--- config.mk ---
export PLATFORM = sky130hd
export DESIGN_NAME = secuenciador_raiz
export DESIGN_NICKNAME = d
export VERILOG_FILES = /design/src/rtl/secuenciador_raiz_pkg.sv /design/src/rtl/secuenciador_raiz_acceso_bus.sv /design/src/rtl/secuenciador_raiz.sv
export SDC_FILE = /design/constraint.sdc
export NUM_CORES = 1
export LEC_CHECK = 0
export CAP_MARGIN = 40
export CORE_UTILIZATION = 43
export CTS_BUF_LIST = sky130_fd_sc_hd__clkbuf_4
export DETAILED_ROUTE_END_ITERATION = 6
export GPL_TIMING_DRIVEN = 0
export PLACE_DENSITY = 0.79
export REMOVE_ABC_BUFFERS = 1
export SYNTH_ARGS = -nofsm -noshare
export SYNTH_HDL_FRONTEND = slang
export SYNTH_SLANG_ARGS = --single-unit
--- constraint.sdc ---
create_clock -name reloj -period 1.7 [get_ports reloj]
set_input_delay 0.425 -clock reloj [delete_from_list [all_inputs] [get_ports reloj]]
set_output_delay 0.425 -clock reloj [all_outputs]
set_load 0.005 [all_outputs]
--- src/rtl/secuenciador_raiz_pkg.sv ---
// Shared constants and types for the square-root peripheral sequencer:
// register map, sequencer states, bus access kinds and access-engine phases.
package pkg_periferico_raiz;

  localparam logic [4:0] DIR_VALOR     = 5'h04;
  localparam logic [4:0] DIR_INICIO    = 5'h0C;
  localparam logic [4:0] DIR_RESULTADO = 5'h10;
  localparam logic [4:0] DIR_ESTADO    = 5'h14;

  localparam int MAX_SONDEOS_DEFECTO = 1024;

  typedef enum logic [2:0] {
    REPOSO,
    ESC_VALOR,
    ESC_INICIO,
    LEE_ESTADO,
    LEE_RESULTADO,
    ESC_PARO,
    ENTREGA
  } estado_t;

  typedef enum logic {
    LECTURA,
    ESCRITURA
  } tipo_acceso_t;

  typedef enum logic [1:0] {
    INACTIVA,
    FASE_A,
    FASE_B
  } fase_t;

endpackage

--- src/rtl/secuenciador_raiz_acceso_bus.sv ---
// Two-cycle peripheral access engine: one idle cycle to capture the request,
// then phases A and B with all bus outputs registered and held.
module acceso_bus
  import pkg_periferico_raiz::*;
(
  input  logic         i_reloj,
  input  logic         i_reiniciar,
  input  logic         i_ir,
  input  tipo_acceso_t i_tipo,
  input  logic [4:0]   i_direccion,
  input  logic [15:0]  i_dato,
  output logic         o_hecho,
  output logic [15:0]  o_rdato,
  output logic         o_habilitar,
  output logic [4:0]   o_direccion,
  output logic         o_leer,
  output logic         o_escribir,
  output logic [15:0]  o_salida,
  input  logic [31:0]  i_entrada
);

  fase_t       r_fase;
  logic        r_habilitar;
  logic [4:0]  r_direccion;
  logic        r_leer;
  logic        r_escribir;
  logic [15:0] r_salida;
  logic        w_unused_entrada;

  // A request is only captured while idle; clearing at the end of phase B
  // guarantees a zero cycle on the bus before the next access.
  always_ff @(posedge i_reloj) begin
    if (i_reiniciar) begin
      r_fase      <= INACTIVA;
      r_habilitar <= 1'b0;
      r_direccion <= '0;
      r_leer      <= 1'b0;
      r_escribir  <= 1'b0;
      r_salida    <= '0;
    end else begin
      case (r_fase)
        INACTIVA: begin
          if (i_ir) begin
            r_fase      <= FASE_A;
            r_habilitar <= 1'b1;
            r_direccion <= i_direccion;
            r_leer      <= (i_tipo == LECTURA);
            r_escribir  <= (i_tipo == ESCRITURA);
            r_salida    <= (i_tipo == ESCRITURA) ? i_dato : '0;
          end
        end
        FASE_A: r_fase <= FASE_B;
        FASE_B: begin
          r_fase      <= INACTIVA;
          r_habilitar <= 1'b0;
          r_direccion <= '0;
          r_leer      <= 1'b0;
          r_escribir  <= 1'b0;
          r_salida    <= '0;
        end
        default: r_fase <= INACTIVA;
      endcase
    end
  end

  // Done is high during phase B so the caller samples read data on the edge ending it.
  assign o_hecho          = (r_fase == FASE_B);
  assign o_rdato          = i_entrada[15:0];
  assign w_unused_entrada = ^i_entrada[31:16];

  assign o_habilitar = r_habilitar;
  assign o_direccion = r_direccion;
  assign o_leer      = r_leer;
  assign o_escribir  = r_escribir;
  assign o_salida    = r_salida;

endmodule

--- src/rtl/secuenciador_raiz.sv ---
// Square-root peripheral sequencer: operand in, register sequence on the bus, root out.
// Optional SECUENCIADOR_TIMEOUT_EN bounds status polling to MAX_SONDEOS reads.
module secuenciador_raiz
   import pkg_periferico_raiz::*;
#(
   parameter int MAX_SONDEOS = MAX_SONDEOS_DEFECTO
)
(
   input  logic        reloj,
   input  logic        reiniciar,
   input  logic        sol_valida,
   output logic        sol_lista,
   input  logic [15:0] sol_operando,
   output logic        res_valida,
   input  logic        res_lista,
   output logic [15:0] res_dato,
   output logic        res_error,
   output logic        bus_habilitar,
   output logic [4:0]  bus_direccion,
   output logic        bus_leer,
   output logic        bus_escribir,
   output logic [15:0] bus_salida,
   input  logic [31:0] bus_entrada
);

   estado_t      r_estado;
   estado_t      w_siguiente;
   logic [15:0]  r_operando;
   logic [15:0]  r_dato;
   logic         w_ir;
   tipo_acceso_t w_tipo;
   logic [4:0]   w_dir;
   logic [15:0]  w_dato;
   logic         w_hecho;
   logic [15:0]  w_rdato;

`ifdef SECUENCIADOR_TIMEOUT_EN
   localparam int ANCHO_SONDEOS = $clog2(MAX_SONDEOS + 1);
   logic [ANCHO_SONDEOS-1:0] r_sondeos;
   logic                     r_error;
   logic                     w_agotado;

   assign w_agotado = (r_sondeos == ANCHO_SONDEOS'(MAX_SONDEOS - 1));
   assign res_error = r_error;
`else
   assign res_error = 1'b0;
`endif

   // The access engine owns every bus output so they are registered and held per access.
   acceso_bus u_acceso (
      .i_reloj     (reloj),
      .i_reiniciar (reiniciar),
      .i_ir        (w_ir),
      .i_tipo      (w_tipo),
      .i_direccion (w_dir),
      .i_dato      (w_dato),
      .o_hecho     (w_hecho),
      .o_rdato     (w_rdato),
      .o_habilitar (bus_habilitar),
      .o_direccion (bus_direccion),
      .o_leer      (bus_leer),
      .o_escribir  (bus_escribir),
      .o_salida    (bus_salida),
      .i_entrada   (bus_entrada)
   );

   // State register with synchronous reset back to REPOSO.
   always_ff @(posedge reloj) begin
      if (reiniciar) r_estado <= REPOSO;
      else           r_estado <= w_siguiente;
   end

   // Each bus state keeps requesting its access; the engine ignores the request while busy.
   always_comb begin
      w_siguiente = r_estado;
      w_ir        = 1'b0;
      w_tipo      = ESCRITURA;
      w_dir       = '0;
      w_dato      = '0;
      case (r_estado)
         REPOSO: if (sol_valida) w_siguiente = ESC_VALOR;
         ESC_VALOR: begin
            w_ir   = 1'b1;
            w_dir  = DIR_VALOR;
            w_dato = r_operando;
            if (w_hecho) w_siguiente = ESC_INICIO;
         end
         ESC_INICIO: begin
            w_ir   = 1'b1;
            w_dir  = DIR_INICIO;
            w_dato = 16'd1;
            if (w_hecho) w_siguiente = LEE_ESTADO;
         end
         LEE_ESTADO: begin
            w_ir   = 1'b1;
            w_tipo = LECTURA;
            w_dir  = DIR_ESTADO;
            if (w_hecho) begin
               if (w_rdato[0]) w_siguiente = LEE_RESULTADO;
`ifdef SECUENCIADOR_TIMEOUT_EN
               else if (w_agotado) w_siguiente = ESC_PARO;
`endif
            end
         end
         LEE_RESULTADO: begin
            w_ir   = 1'b1;
            w_tipo = LECTURA;
            w_dir  = DIR_RESULTADO;
            if (w_hecho) w_siguiente = ESC_PARO;
         end
         ESC_PARO: begin
            w_ir  = 1'b1;
            w_dir = DIR_INICIO;
            if (w_hecho) w_siguiente = ENTREGA;
         end
         ENTREGA: if (res_lista) w_siguiente = REPOSO;
         default: w_siguiente = REPOSO;
      endcase
   end

   // The result is zeroed at acceptance, so a timed-out run delivers 0 untouched.
   always_ff @(posedge reloj) begin
      if (reiniciar) begin
         r_operando <= '0;
         r_dato     <= '0;
`ifdef SECUENCIADOR_TIMEOUT_EN
         r_sondeos  <= '0;
         r_error    <= 1'b0;
`endif
      end else begin
         if (r_estado == REPOSO && sol_valida) begin
            r_operando <= sol_operando;
            r_dato     <= '0;
`ifdef SECUENCIADOR_TIMEOUT_EN
            r_sondeos  <= '0;
            r_error    <= 1'b0;
`endif
         end
         if (r_estado == LEE_RESULTADO && w_hecho) r_dato <= w_rdato;
`ifdef SECUENCIADOR_TIMEOUT_EN
         if (r_estado == LEE_ESTADO && w_hecho && !w_rdato[0]) begin
            r_sondeos <= r_sondeos + 1'b1;
            if (w_agotado) r_error <= 1'b1;
         end
`endif
      end
   end

   assign sol_lista  = (r_estado == REPOSO);
   assign res_valida = (r_estado == ENTREGA);
   assign res_dato   = r_dato;

endmodule

# --- Word level (Yosys, flattened, before mapping) ---
# Cells that the tools add are included.
# W data, S select, Z words.
word_totals:
  ff_bits: 61
  input_bits: 52
  out_inout_bits: 43
  word_cells: 65
op_classes:
  n_eq_ne: 17
  reduce_logical: 11
  muxes: 28
op_table:
  columns: ["cell", "n"]
  rows:
  - ["$mux W16", 4]
  - ["$pmux W16 S2", 2]
  - ["$mux W3", 8]
  - ["$pmux W3 S7", 1]
  - ["$pmux W5 S4", 1]
  - ["$ne A2 B2 Y1 const B", 7]
  - ["$pmux W5 S2", 1]
  - ["$eq A3 B3 Y1 const B", 3]
  - ["$reduce_and A8 Y1", 1]
  - ["$eq A3 B2 Y1 const B", 2]
  - ["$pmux W1 S2", 3]
  - ["$mux W1", 5]
  - ["$mux W5", 1]
  - ["$reduce_or A5 Y1", 1]
  - ["$ne A2 B1 Y1 const B", 2]
  - ["$pmux W2 S2", 1]
  - ["$reduce_bool A2 Y1", 2]
  - ["$reduce_or A2 Y1", 2]
  - ["$eq A3 B1 Y1 const B", 1]
  - ["$logic_not A3 Y1", 1]
  - ["$eq A2 B1 Y1 const B", 1]
  - ["$eq A2 B2 Y1 const B", 1]
  - ["$logic_and A1 B1 Y1", 2]
  - ["$logic_not A2 Y1", 1]
  - ["2 further kinds", 2]

# --- Logic depth before layout (Yosys ltp) ---
# Gate-level depths: netlist of run 1.
logic_depth:
  word_depth: 5
  depth_mapped: 7

# --- Hierarchy ---
# Synthesis of run 1 repeated with hierarchy kept, for this count alone.
unflattened:
  hier_cells: 285
  area_unflattened_um2: 2676.3
modules_own_cells:
  columns: ["module", "cells_each", "area_per_inst_um2", "seq_area_each_um2", "n_inst"]
  rows:
  - ["secuenciador_raiz", 169, 1492.7, 700.7, 1]
  - ["acceso_bus", 116, 1183.6, 520.5, 1]

# --- Worst setup path after synthesis of run 1 ---
# OpenSTA, ideal clock, no wires.
synth_timing:
  path_type: "register -> register"
  start: "register r_estado[2]"
  end: "register u_acceso.r_salida[1], in the netlist u_acceso.o_salida[1]"
  path_stages_with_launch: 7
  t_arrival_ns: 1.453
  setup_time_ns: 0.059
  n_path_buf: 2
  slack_ns: 0.188
  period_less_slack_ns: 1.512
  cell_sequence: "dfxtp_1 > buf_6 > or3_4 > a21o_1 > a21oi_4 > buf_6 > a22o_1"
synth_between:
  elab_chain_cells: 5
synth_lines:
  columns: ["item", "line_no", "source"]
  rows:
  - ["start: declaration", "secuenciador_raiz.sv:26", "estado_t r_estado;"]
  - ["start signal: assignment", "secuenciador_raiz.sv:70", "else r_estado <= w_siguiente;"]
  - ["$eq A3 B2 Y1 (tied with other cells)", "secuenciador_raiz.sv:80", "case (r_estado)"]
  - ["$pmux W16 S2 (tied with other cells)", "secuenciador_raiz.sv:80", null]
  - ["$mux W16 or $mux W1 (tied branches)", "secuenciador_raiz_acceso_bus.sv:49, secuenciador_raiz.sv:80", null]
  - ["$mux W16 or $ne A2 B1 Y1 (tied branches)", null, null]
  - ["$pmux W16 S2 or $reduce_and A2 Y1 (tied branches)", null, null]
  - ["end signal: assignment", "secuenciador_raiz_acceso_bus.sv:49", "r_salida <= (i_tipo == ESCRITURA) ? i_dato : '0;"]
  - ["end: declaration", "secuenciador_raiz_acceso_bus.sv:27", "logic [15:0] r_salida;"]
# Several ways; a longest one is shown, not always the timed one. The select of a mux whose other input is x is not followed.
# A chain may end at the register's enable or synchronous reset.

# --- Worst setup path in the final report of run 1 ---
layout_timing:
  start: "register r_estado[1]"
  end: "output sol_lista"
layout_between:
  elab_chain_cells: 1
layout_lines:
  columns: ["item", "line_no", "source"]
  rows:
  - ["$logic_not A3 Y1", "secuenciador_raiz.sv:149", "assign sol_lista = (r_estado == REPOSO);"]
  - ["end: declaration", "secuenciador_raiz.sv:12", "output logic sol_lista,"]
# No other way between the ends.

==> metrics.md, run 1 <==
| Metric | Value |
|---|---|
| Run status | finished, violations left |
| Violated checks | negative setup slack |
| Endpoint arrival time on the critical path | about 1.3 ns |
| Final routed wirelength across all metal layers | about 5600 um |
| Buffer levels on the longest clock path | 2 |
| Routability congestion estimate from global placement | approximately 0.90 |
| DRC marker count from the first detailed-route iteration | 74 |
| Number of antenna violations at the first check in global routing | 0 |
| Area of the die | approximately 0.0054 mm^2 |
| Part of the Yosys area used for sequential elements | 53.7% |
| Area added between synthesis and finish | 51.7% |
| Via count of the first global-routing pass | around 1900 |
| Hold Vio Cnt, Final | 0 |
| Worst reg2reg setup slack | around 0.070 ns |
| Ys flop type | sky130_fd_sc_hd__dfxtp_1 |
| Sequential group share of total power | a little under two fifths |
| Power spent charging and discharging nets | between 1.5 and 2 mW |
| Routed via count divided by cell count | ~5.2 |
| Post-detailed-route count of antenna-violating nets | 0 |
| Clock tree from TritonCTS | done |
| Cell types occupying the most area after synthesis | sky130_fd_sc_hd__dfxtp_1, sky130_fd_sc_hd__a22o_1, sky130_fd_sc_hd__nand2_1, sky130_fd_sc_hd__a21oi_1, sky130_fd_sc_hd__a22oi_1 |
| Starting density of the core | a little under half |
| Placed inst area | just under 0.003 mm^2 |
| Finished Layout Cells | 394 |
| Count of fill cells added during filler insertion | between 300 and 400 |
| Area of the multi-input gates | roughly 920 um^2 |
| Slowest stage cell, crit path | sky130_fd_sc_hd__or3_4 |
| F_max | between 0.5 and 0.6 GHz |
| Worst clock skew | slightly above 0.007 ns |
| Number of setup violations in the final report | 1 |
| CP endpoint kind | output port |
| Worst Setup Path Type | register to output port |
| Netlist area before placement | 0.00220 mm^2 |
| Core footprint | slightly below 0.005 mm^2 |
| Headroom to the max-slew limit | approximately half |
| Cells after DPL | 364 |
| Area used by sequential logic in the layout | ~0.0012 mm^2 |
| Number of cells produced by synthesis | ~230 |
| Hold buffer count at CTS | 0 |
| IO buf count | 75 |
| Depth of the worst register-to-register path | 5 |
| Cell taking the most area after synthesis | sky130_fd_sc_hd__dfxtp_1 |
| Post-DP HPWL | 3470 um |
| Core Util, Final | between 60% and 70% |
| Worst min-delay path class | register to register |
| H-Tree Depth | 3 |
| Fraction of synthesized cell area taken by the top area cell type | a little over half |
| Top cell types by occurrence after synthesis | sky130_fd_sc_hd__dfxtp_1, sky130_fd_sc_hd__nand2_1, sky130_fd_sc_hd__a21oi_1, sky130_fd_sc_hd__nor2_1 |
| Maximum number of pins on one net before global-route repair | 42 |
| Share of the clock period used by the worst path | 103% |
| Number of cells on the critical path | 3 |
| Count of unique library cells instantiated by Yosys | 38 |
| Max FO, Critical Path | 4 |
| Per-cell routed wire length | about 14 um |
| Pwr per Cell Area | approximately 1400 mW/mm^2 |
| Setup repair after global routing missed its margin | true |
| Portion of total power attributed to the clock network | between 20% and 30% |
| Proportion of total power due to net switching | between 30% and 40% |
| Total number of placement rows | 25 |
| Width of the chip | about 74 um |
| Total number of vias | between 2000 and 2500 |
| Time the worst path needs with I/O delays and setup | roughly 1.8 ns |
| Number of buffer and inverter instances along the worst setup path | 2 |
| Register bit count reported by yosys | 59 |
| Largest delay share family, worst path | simple AND/OR/NAND/NOR gates |
| Clock transition time at the flip-flop clock pins of the worst setup and hold paths | ~0.10 ns |
| Required time of the critical path | about 1.3 ns |
| Maximum vdd ir drop | about 880 uV |
| Cell chosen for the clock root | sky130_fd_sc_hd__clkbuf_4 |
| Fraction of power consumed by combinational cells | 42.4% |
| Count of yosys warnings during synthesis | 0 |
| Cell leakage power | roughly 1.5 nW |
| Number of top-level pins | 95 |
| Mapped Avg Cell Area | 9.39 um^2 |
| Category of the worst setup path launch point | register |
| Depth of the worst hold-timing path | 2 |
| Max stage delay on crit path | between 0.4 and 0.5 ns |
| Max Transition Viols Final | 0 |
| Final worst slack | -0.0542 ns |
| DRC Markers | 0 |
| Fraction of final layout cells sized beyond drive strength 1 | between 20% and 30% |
| TritonCTS buffer count | 9 |
| Overall global routing resource usage | about 22% |
| Die boundary height | approximately 74 um |
| Detailed Routing Iterations Pass 1 | 4 |
| TritonCTS Sinks | 59 |
| Most repeated cell in the gate-level netlist after synthesis | sky130_fd_sc_hd__dfxtp_1 |
| Least-Margin Pin Slew | 0.773 ns |
| Max-cap viol count | 0 |
| Clock latency on the worst-skew pair | around 0.38 ns |
| Layout net count | about 370 |
| Number of enable flip-flop cells after synthesis | 0 |
| Final cell area excluding filler cells | 0.00334 mm^2 |
| Internal | between 3 and 4 mW |
| Global route overflow | 0 |
| Cells traversed along the worst timing path | or3_4, inv_4, buf_6 |
| Proportion of synthesized flip-flops having asynchronous set or reset | 0% |
| First-pass GRT wire length | between 8000 and 9000 um |
| Number of antenna cells inserted | 0 |
[what timing repair did]
action | CTS | global route
gates resized for setup | 28 | 38
setup endpoints to repair | 59 | 54
pin swaps | 4 | 2
buffers inserted | 11 | 3
[routing by layer]
layer,vias to the layer above,part of all wire [%],track usage (%)
met1,958,41,25.3
met4,0,1.6,10.3
met5,-,0,0
met2,86,47,34.6
li1,1004,-,-
met3,9,10,8.78
[through the flow]
step                setup WS [ns]  TNS, ns  hold slack [ns]  total power, mW
floorplan                 -0.0322   -0.515            0.430             2.72
global placement            -1.92   -65.13            0.435             3.29
detailed placement         -0.573   -18.34            0.450             3.38
CTS                       -0.0631  -0.0631            0.465             4.69
global route               -0.103   -0.132            0.477             5.02
finish                    -0.0542  -0.0542            0.461             4.72
[cell usage in the layout, fill, tap and decap left out, types with 9 or more instances in the layout]
master	instances
sky130_fd_sc_hd__buf_4	10
sky130_fd_sc_hd__nor2_1	19
sky130_fd_sc_hd__a21oi_1	23
sky130_fd_sc_hd__clkdlybuf4s50_1	56
sky130_fd_sc_hd__clkbuf_4	9
sky130_fd_sc_hd__a22o_1	16
sky130_fd_sc_hd__dfxtp_1	30
sky130_fd_sc_hd__nand2_1	36
sky130_fd_sc_hd__dlymetal6s2s_1	13
sky130_fd_sc_hd__a22oi_1	16
sky130_fd_sc_hd__dfxtp_2	26
[final timing paths]
path / end / start
worst max-delay path: sol_lista / r_estado[1]$_SDFFE_PP0P_
worst min-delay path: r_operando[8]$_SDFFE_PP0P_ / r_operando[8]$_SDFFE_PP0P_
worst max register to register: r_estado[2]$_SDFFE_PP0P_ / r_estado[1]$_SDFFE_PP0P_
worst min register to register: r_operando[8]$_SDFFE_PP0P_ / r_operando[8]$_SDFFE_PP0P_
[layout make-up]
| cell class | count | area share (%) |
|---|---|---|
| multi-input cells | 155 | 27.7 |
| well taps | 67 | 2.51 |
| flip-flops and latches | 59 | 36.7 |
| clock buffers | 9 | 2.03 |
| inverters | 5 | 0.638 |
| clock inverters | 7 | 2.06 |
| repair buffers | 92 | 28.4 |
[registers in the layout, indices dropped and copies added (netlist names)]
register and count:
u_acceso.o_leer 1, u_acceso.r_fase 2, u_acceso.o_escribir 1, u_acceso.o_salida 16, res_dato 16, u_acceso.o_habilitar 1
u_acceso.o_direccion 3, r_estado 3, r_operando 16
[worst reg2reg max path, stage by stage (launching register included)]
cell	delay [ns]
sky130_fd_sc_hd__dfxtp_4	0.36
sky130_fd_sc_hd__or3_4	0.43
sky130_fd_sc_hd__buf_4	0.16
sky130_fd_sc_hd__a32oi_1	0.25
sky130_fd_sc_hd__and4_1	0.24
sky130_fd_sc_hd__nor3_1	0.05
[power groups by stage]
stage          registers (mW)  logic [mW]  clock network (mW)
6_report                 1.76        2.00               0.962
5_1_grt                  1.78        2.18                1.06
4_1_cts                  1.75        1.96               0.982
3_5_place_dp             1.85        1.53                   0
3_3_place_gp             1.85        1.44                   0
2_1_floorplan            1.81       0.907                   0
[cell families (layout without fill, tap and decap cells)]
logic type	Yosys count	after routing	synth area share, %
compound gates	71	71	22.5
simple gates	81	81	18.2
flops	59	59	53.7
buf+inv	22	113	5.41
other cells	1	3	0.171
Power figures use the tool's default switching activity.
==> inputs of run 2 (changes only) <==
Settings changed: CAP_MARGIN 40 to unset, CORE_UTILIZATION 43 to 46, PLACE_DENSITY 0.79 to 0.8, SYNTH_HIERARCHICAL set to 1.
==> run 2 against run 1 <==
The run now ends clean. Hold slack got worse by 0.0046 ns. Die area rose by 13%. Synthesized cell count rose by 22%. Non-clock buffer count did not move. Maximum frequency rose by 3.6%. Combinational power fell by 81%. Final area rose by 11%. Critical path depth rose by 2. Via count rose by 8.6%. Wire length rose by 10%. Largest cell class unchanged.
==> metrics.md, run 2 <==
| Metric | Value |
|---|---|
| Run status | completed |
| Hold Vio Cnt, Final | 0 (unchanged) |
| Register bit count reported by yosys | 61 (+3.4%) |
| Area added between synthesis and finish | 38.9% |
| Ys flop type | sky130_fd_sc_hd__dfxtp_1 |
| Count of fill cells added during filler insertion | 443 (+11%) |
| Max Transition Viols Final | 0 (unchanged) |
| Die boundary height | 78.3 um (+6.5%) |
| Fraction of final layout cells sized beyond drive strength 1 | 25.6% (+3.6 points) |
| Starting density of the core | 48.3% (+2.7 points) |
| Clock latency on the worst-skew pair | 0.37 ns (about the same) |
| Netlist area before placement | 0.00268 mm^2 (+22%) |
| Setup TNS after final layout | 0 ns (+0.0542 ns) |
| Routability congestion estimate from global placement | 0.784 (-13%) |
| Worst Setup Path Type | register to register |
| Clock transition time at the flip-flop clock pins of the worst setup and hold paths | 0.09 ns (about the same) |
| Cells after DPL | 397 (+9.1%) |
| Width of the chip | 78.3 um (+6.5%) |
| Count of unique library cells instantiated by Yosys | 37 (-2.6%) |
| Cell leakage power | 1.70 nW (+13%) |
| DRC Markers | 0 (unchanged) |
| CP endpoint kind | register |
| Clock tree from TritonCTS | done |
| Pwr per Cell Area | 702 mW/mm^2 (-50%) |
| Core footprint | 0.00554 mm^2 (+15%) |
| Per-cell routed wire length | 14.4 um (+1.7%) |
| Overall global routing resource usage | 20.2% (-1.5 points) |
| Finished Layout Cells | 427 (+8.4%) |
| Number of setup violations in the final report | 0 (-1) |
| IO buf count | 77 (+2.7%) |
| First-pass GRT wire length | 9610 um (+9.3%) |
| Number of antenna cells inserted | 0 (unchanged) |
| Total number of vias | 2234 (+8.6%) |
| Required time of the critical path | 1.96 ns (+0.69 ns) |
| Category of the worst setup path launch point | register |
| Number of antenna violations at the first check in global routing | 0 (unchanged) |
| Top cell types by occurrence after synthesis | sky130_fd_sc_hd__dfxtp_1, sky130_fd_sc_hd__nand2_1, sky130_fd_sc_hd__a21oi_1, sky130_fd_sc_hd__inv_1, sky130_fd_sc_hd__buf_4 |
| Endpoint arrival time on the critical path | 1.96 ns (+0.63 ns) |
| Least-Margin Pin Slew | 0.943 ns (+0.170 ns) |
| Proportion of synthesized flip-flops having asynchronous set or reset | 0% (unchanged) |
| Worst min-delay path class | register to register |
| Cell types occupying the most area after synthesis | sky130_fd_sc_hd__dfxtp_1, sky130_fd_sc_hd__nand2_1, sky130_fd_sc_hd__o32ai_2, sky130_fd_sc_hd__a22o_1, sky130_fd_sc_hd__buf_4 |
| Headroom to the max-slew limit | 37.2% (-11 points) |
| Final routed wirelength across all metal layers | 6170 um (+10%) |
| Max-cap viol count | 0 (unchanged) |
| Time the worst path needs with I/O delays and setup | 1.69 ns (-0.0608 ns) |
| Cell taking the most area after synthesis | sky130_fd_sc_hd__dfxtp_1 |
| Post-DP HPWL | 3640 um (+4.9%) |
| DRC marker count from the first detailed-route iteration | 109 (+47%) |
| Post-detailed-route count of antenna-violating nets | 0 (unchanged) |
| Post-route worst hold slack | 0.456 ns (-0.00461 ns) |
| Area of the die | 0.00613 mm^2 (+13%) |
| H-Tree Depth | 3 (unchanged) |
| Most used cells in the layout excluding fill and tap cells | sky130_fd_sc_hd__clkdlybuf4s50_1, sky130_fd_sc_hd__nand2_1, sky130_fd_sc_hd__dfxtp_2, sky130_fd_sc_hd__dfxtp_1, sky130_fd_sc_hd__inv_1 |
| Placed inst area | 0.00327 mm^2 (+10%) |
| Number of cells produced by synthesis | 285 (+22%) |
| Number of enable flip-flop cells after synthesis | 0 (unchanged) |
| F_max | 0.591 GHz (+3.6%) |
| Part of the Yosys area used for sequential elements | 45.6% (-8.1 points) |
| Most frequent standard cell in the layout excluding fill and tap cells | sky130_fd_sc_hd__clkdlybuf4s50_1 |
| TritonCTS buffer count | 9 (unchanged) |
| Layout net count | 403 (+7.8%) |
| Worst clock skew | 0.0102 ns (+0.00292 ns) |
| Most repeated cell in the gate-level netlist after synthesis | sky130_fd_sc_hd__dfxtp_1 |
| Number of top-level pins | 95 (unchanged) |
| Cell chosen for the clock root | sky130_fd_sc_hd__clkbuf_4 |
| Routed via count divided by cell count | 5.23 (+0.21%) |
| Final cell area excluding filler cells | 0.00372 mm^2 (+11%) |
| Worst reg2reg setup slack | 0.007 ns (-0.06 ns) |
| Buffer levels on the longest clock path | 2 (unchanged) |
| TritonCTS Sinks | 61 (+3.4%) |
| Via count of the first global-routing pass | 2145 (+13%) |
| Maximum number of pins on one net before global-route repair | 43 (+2.4%) |
| Detailed Routing Iterations Pass 1 | 4 (unchanged) |
| Fraction of synthesized cell area taken by the top area cell type | 45.6% (-8.1 points) |
| Count of yosys warnings during synthesis | 6 (+6) |
| Share of the clock period used by the worst path | 99.6% (-3.6 points) |
| Mapped Avg Cell Area | 9.39 um^2 (about the same) |
| Global route overflow | 0 (unchanged) |
| Max FO, Critical Path | 8 (+4) |
| Post-layout total power | 2.61 mW (-45%) |
| Total number of placement rows | 27 (+8.0%) |
| Setup repair after global routing missed its margin | true |
| Maximum vdd ir drop | 385 uV (-56%) |
## run 2: stage by stage
stage | util [%] | setup WS (ns)
final | 67.1 | 0.00657
after CTS | 63.6 | 0.00609
after detailed placement | 59.1 | -0.782
after global routing | 67.1 | -0.0318
after floorplan | - | -0.430
after global placement | 59.2 | -1.79
## run 2: layer usage
| metal | vias up | GRT usage (%) | wire, um |
|---|---|---|---|
| met2 | 76 | 33.4 | 3080 |
| met5 | - | 0 | 0 |
| met3 | 8 | 8.72 | 479 |
| li1 | 1107 | - | - |
| met1 | 1043 | 22.5 | 2540 |
| met4 | 0 | 8.70 | 70 |
## run 2: path summary, 6_finish.rpt
path	endpoint	depth (start not counted)	start
worst min-delay path	r_operando[12]$_SDFFE_PP0P_	2	r_operando[12]$_SDFFE_PP0P_
worst max-delay path	u_acceso/o_salida[12]$_SDFFE_PP0P_	5	r_estado[2]$_SDFFE_PP0P_
worst min register to register	r_operando[12]$_SDFFE_PP0P_	2	r_operando[12]$_SDFFE_PP0P_
worst max register to register	u_acceso/o_salida[12]$_SDFFE_PP0P_	5	r_estado[2]$_SDFFE_PP0P_
## run 2: final cells by class
cell class / count / area [um^2] / area share (%)
sequential: 61 / 1270 / 34.2
multi-input combinational: 165 / 1200 / 32.3
timing repair buffer: 92 / 977 / 26.3
tap: 72 / 90.1 / 2.42
inverter: 22 / 85.1 / 2.29
clock buffer: 10 / 75.1 / 2.02
clock inverter: 5 / 18.8 / 0.505
## run 2: cells by family after synthesis
family,after synthesis,share of synthesized area [%]
compound gates,72,23.6
buf+inv,61,13.0
flops,61,45.6
mux,1,0.421
other cells,1,0.140
simple gates,89,17.2
## run 2: report_power, final
| group | switching [mW] | internal, mW | total [mW] |
|---|---|---|---|
| combinational | 0.182 | 0.197 | 0.379 |
| sequential | 0.0233 | 1.47 | 1.49 |
| clock | 0.456 | 0.286 | 0.742 |
## run 2: timing repair
action,in CTS,in global routing
gates resized for setup,20,62
hold buffers,0,0
setup buffers,12,1
setup endpoints to repair,58,80
pin swaps,1,3
hold endpoints to repair,0,0
cloned,0,2
## run 2: worst max-delay path, stage by stage, from the launching register on
cell and delay (ns):
sky130_fd_sc_hd__dfxtp_4 0.38, sky130_fd_sc_hd__buf_6 0.14, sky130_fd_sc_hd__a21oi_4 0.18, sky130_fd_sc_hd__or4b_4 0.56, sky130_fd_sc_hd__clkbuf_16 0.20, sky130_fd_sc_hd__o32ai_1 0.13
==> inputs of run 3 (changes only) <==
Settings changed: CORE_UTILIZATION 46 to 42, PLACE_DENSITY 0.8 to 0.77.
Clock period 1.7 ns to 1.4 ns, I/O delays scaled along.
==> run 3 against run 2 <==
The flow now finishes with violations (negative setup slack). Total power up 43%. Clock power up 85%. Final cell count up 6.6%. Via count up 9.9%. Final area up 9.8%. Global-route usage up 1.6 points. Critical path depth up 1. Critical path type unchanged.
==> metrics.md, run 3 (synthesis gave the netlist of run 2 again) <==
| Metric | Value |
|---|---|
| Number of setup violations in the final report | 57 (+57) |
| Final routed wirelength across all metal layers | 7570 um (+23%) |
| Power spent charging and discharging nets | 0.931 mW (+41%) |
| Die boundary height | 81.8 um (+4.5%) |
| Area used by sequential logic in the layout | 0.00128 mm^2 (+1.1%) |
| Hold buffer count at CTS | 0 (unchanged) |
| Number of top-level pins | 95 (unchanged) |
| DRC Markers | 0 (unchanged) |
| Routed via count divided by cell count | 5.40 (+3.2%) |
| Fraction of power consumed by combinational cells | 14.6% (about the same) |
| Per-cell routed wire length | 16.6 um (+15%) |
| TritonCTS Sinks | 61 (unchanged) |
| Maximum vdd ir drop | 621 uV (+61%) |
| Number of antenna cells inserted | 0 (unchanged) |
| Area of the die | 0.00670 mm^2 (+9.3%) |
| Endpoint arrival time on the critical path | 1.94 ns (-0.02 ns) |
| Sequential group share of total power | 48.7% (-8.4 points) |
| Area of the multi-input gates | 0.00129 mm^2 (+7.2%) |
| Width of the chip | 81.8 um (+4.5%) |
| Category of the worst setup path launch point | register |
| Internal | 2.80 mW (+44%) |
| Layout net count | 427 (+6.0%) |
| Hold Vio Cnt, Final | 0 (unchanged) |
| Post-detailed-route count of antenna-violating nets | 0 (unchanged) |
| Time the worst path needs with I/O delays and setup | 1.62 ns (-0.0693 ns) |
| Required time of the critical path | 1.72 ns (-0.24 ns) |
| Run status | finished, violations left |
| CP endpoint kind | register |
| Overall global routing resource usage | 21.8% (+1.6 points) |
| Cell chosen for the clock root | sky130_fd_sc_hd__clkbuf_4 |
| Setup repair after global routing missed its margin | true |
| Proportion of total power due to net switching | 24.9% (-0.38 points) |
| Worst clock skew | 0.0142 ns (+0.00408 ns) |
| Depth of the worst register-to-register path | 6 (+1) |
| Worst Setup Path Type | register to register |
| Post-route worst hold slack | 0.451 ns (-0.00498 ns) |
| Total number of vias | 2456 (+9.9%) |
| Global route overflow | 0 (unchanged) |
| Headroom to the max-slew limit | 59.3% (+22 points) |
| Max Transition Viols Final | 0 (unchanged) |
| Via count of the first global-routing pass | 2295 (+7.0%) |
| Starting density of the core | 44.4% (-3.9 points) |
| Routability congestion estimate from global placement | 0.802 (+2.2%) |
| Count of fill cells added during filler insertion | 476 (+7.4%) |
| Minimum setup slack after placement | -1.09 ns (-0.313 ns) |
| First-pass GRT wire length | 10800 um (+12%) |
| Worst min-delay path class | register to register |
| Area added between synthesis and finish | 52.5% |
| Cell leakage power | 1.75 nW (+2.8%) |
| IO buf count | 77 (unchanged) |
| H-Tree Depth | 3 (unchanged) |
| Clock transition time at the flip-flop clock pins of the worst setup and hold paths | 0.10 ns (about the same) |
| TritonCTS buffer count | 9 (unchanged) |
| Core footprint | 0.00603 mm^2 (+8.8%) |
| Fraction of final layout cells sized beyond drive strength 1 | 37.9% (+12 points) |
| Pwr per Cell Area | 915 mW/mm^2 (+30%) |
| Share of the clock period used by the worst path | 116% (+16 points) |
| Most used cells in the layout excluding fill and tap cells | sky130_fd_sc_hd__dlygate4sd2_1, sky130_fd_sc_hd__dfxtp_2, sky130_fd_sc_hd__nand2_1, sky130_fd_sc_hd__clkdlybuf4s50_1, sky130_fd_sc_hd__inv_1 |
| Clock tree from TritonCTS | done |
| Least-Margin Pin Slew | 0.610 ns (-0.332 ns) |
| Buffer levels on the longest clock path | 2 (unchanged) |
| Detailed Routing Iterations Pass 1 | 4 (unchanged) |
| Most frequent standard cell in the layout excluding fill and tap cells | sky130_fd_sc_hd__dlygate4sd2_1 |
| DRC marker count from the first detailed-route iteration | 133 (+22%) |
| Post-DP HPWL | 3830 um (+5.3%) |
| Clock latency on the worst-skew pair | 0.41 ns (+0.04 ns) |
| Total number of placement rows | 28 (+3.7%) |
| F_max | 0.616 GHz (+4.3%) |
| Violated checks | negative setup slack |
| Max FO, Critical Path | 3 (-5) |
| Portion of total power attributed to the clock network | 36.6% (+8.2 points) |
| Max-cap viol count | 0 (unchanged) |
| Final worst slack | -0.224 ns (-0.231 ns) |
| Number of antenna violations at the first check in global routing | 0 (unchanged) |
| Depth of the worst hold-timing path | 2 (unchanged) |
| Finished Layout Cells | 455 (+6.6%) |
| Cells after DPL | 400 (+0.76%) |
| Maximum number of pins on one net before global-route repair | 43 (unchanged) |
## run 3: changes by cell type in the layout (fill, tap and decap cells not counted), sizes merged
cell           previous run  this run
clkdlybuf4s50            55        34
bufinv                    0         2
clkdlybuf4s15             1         0
buf                      14        36
or4b                      2         3
dlymetal6s2s             19         0
dlygate4sd2               0        40
clkbuf                   13        14
## run 3: through the flow
step	cell area [um^2]	total power [mW]	TNS (ns)	util, %
after floorplan	2420	2.03	-19.21	-
after global placement	3280	2.23	-93.03	54.5
after detailed placement	3280	2.24	-43.88	54.4
after CTS	3910	3.68	-5.82	64.8
after global routing	4080	3.89	-9.77	67.8
final	4080	3.74	-7.08	67.8
## run 3: worst max-delay path, cell delays in order (launching register included)
cell and delay (ns):
sky130_fd_sc_hd__dfxtp_4 0.38, sky130_fd_sc_hd__buf_6 0.12, sky130_fd_sc_hd__a21oi_4 0.15, sky130_fd_sc_hd__or4b_4 0.55, sky130_fd_sc_hd__buf_6 0.16, sky130_fd_sc_hd__buf_6 0.10
sky130_fd_sc_hd__o32ai_2 0.07
## run 3: power groups by stage
stage / combinational [mW] / clock (mW) / sequential, mW
5_1_grt: 0.583 / 1.48 / 1.83
2_1_floorplan: 0.174 / 0 / 1.85
3_5_place_dp: 0.376 / 0 / 1.86
4_1_cts: 0.489 / 1.38 / 1.81
3_3_place_gp: 0.374 / 0 / 1.86
6_report: 0.547 / 1.37 / 1.82
## run 3: cell type report
cell class,count,share of cell area [%]
sequential,61,31.4
clock buffer,10,1.84
tap,75,2.30
timing repair inverter,1,0.215
timing repair buffer,114,28.3
inverter,22,2.39
clock inverter,6,1.90
multi-input combinational,166,31.6
## run 3: path summary, 6_finish.rpt
| check | startpoint | endpoint | slack, ns |
|---|---|---|---|
| max | r_estado[1]$_SDFFE_PP0P_ | u_acceso/o_salida[0]$_SDFFE_PP0P_ | -0.22 |
| min | u_acceso/o_habilitar$_SDFFE_PP0P_ | u_acceso/o_habilitar$_SDFFE_PP0P_ | 0.45 |
| max reg2reg | r_estado[1]$_SDFFE_PP0P_ | u_acceso/o_salida[0]$_SDFFE_PP0P_ | -0.22 |
| min reg2reg | u_acceso/o_habilitar$_SDFFE_PP0P_ | u_acceso/o_habilitar$_SDFFE_PP0P_ | 0.45 |
## run 3: per-layer routing
| metal | vias up | track usage, % | wire length (um) |
|---|---|---|---|
| met4 | 0 | 12.6 | 202 |
| met1 | 1181 | 24.8 | 2910 |
| met3 | 20 | 5.67 | 469 |
| li1 | 1163 | - | - |
| met2 | 92 | 36.6 | 3990 |
| met5 | - | 0 | 0 |
## run 3: what timing repair did
item                       4_1_cts  5_1_grt
gates cloned                     3        3
gates resized for setup        126       33
setup endpoints to repair      100       62
pin swaps                       31       34
setup buffers                   28        7
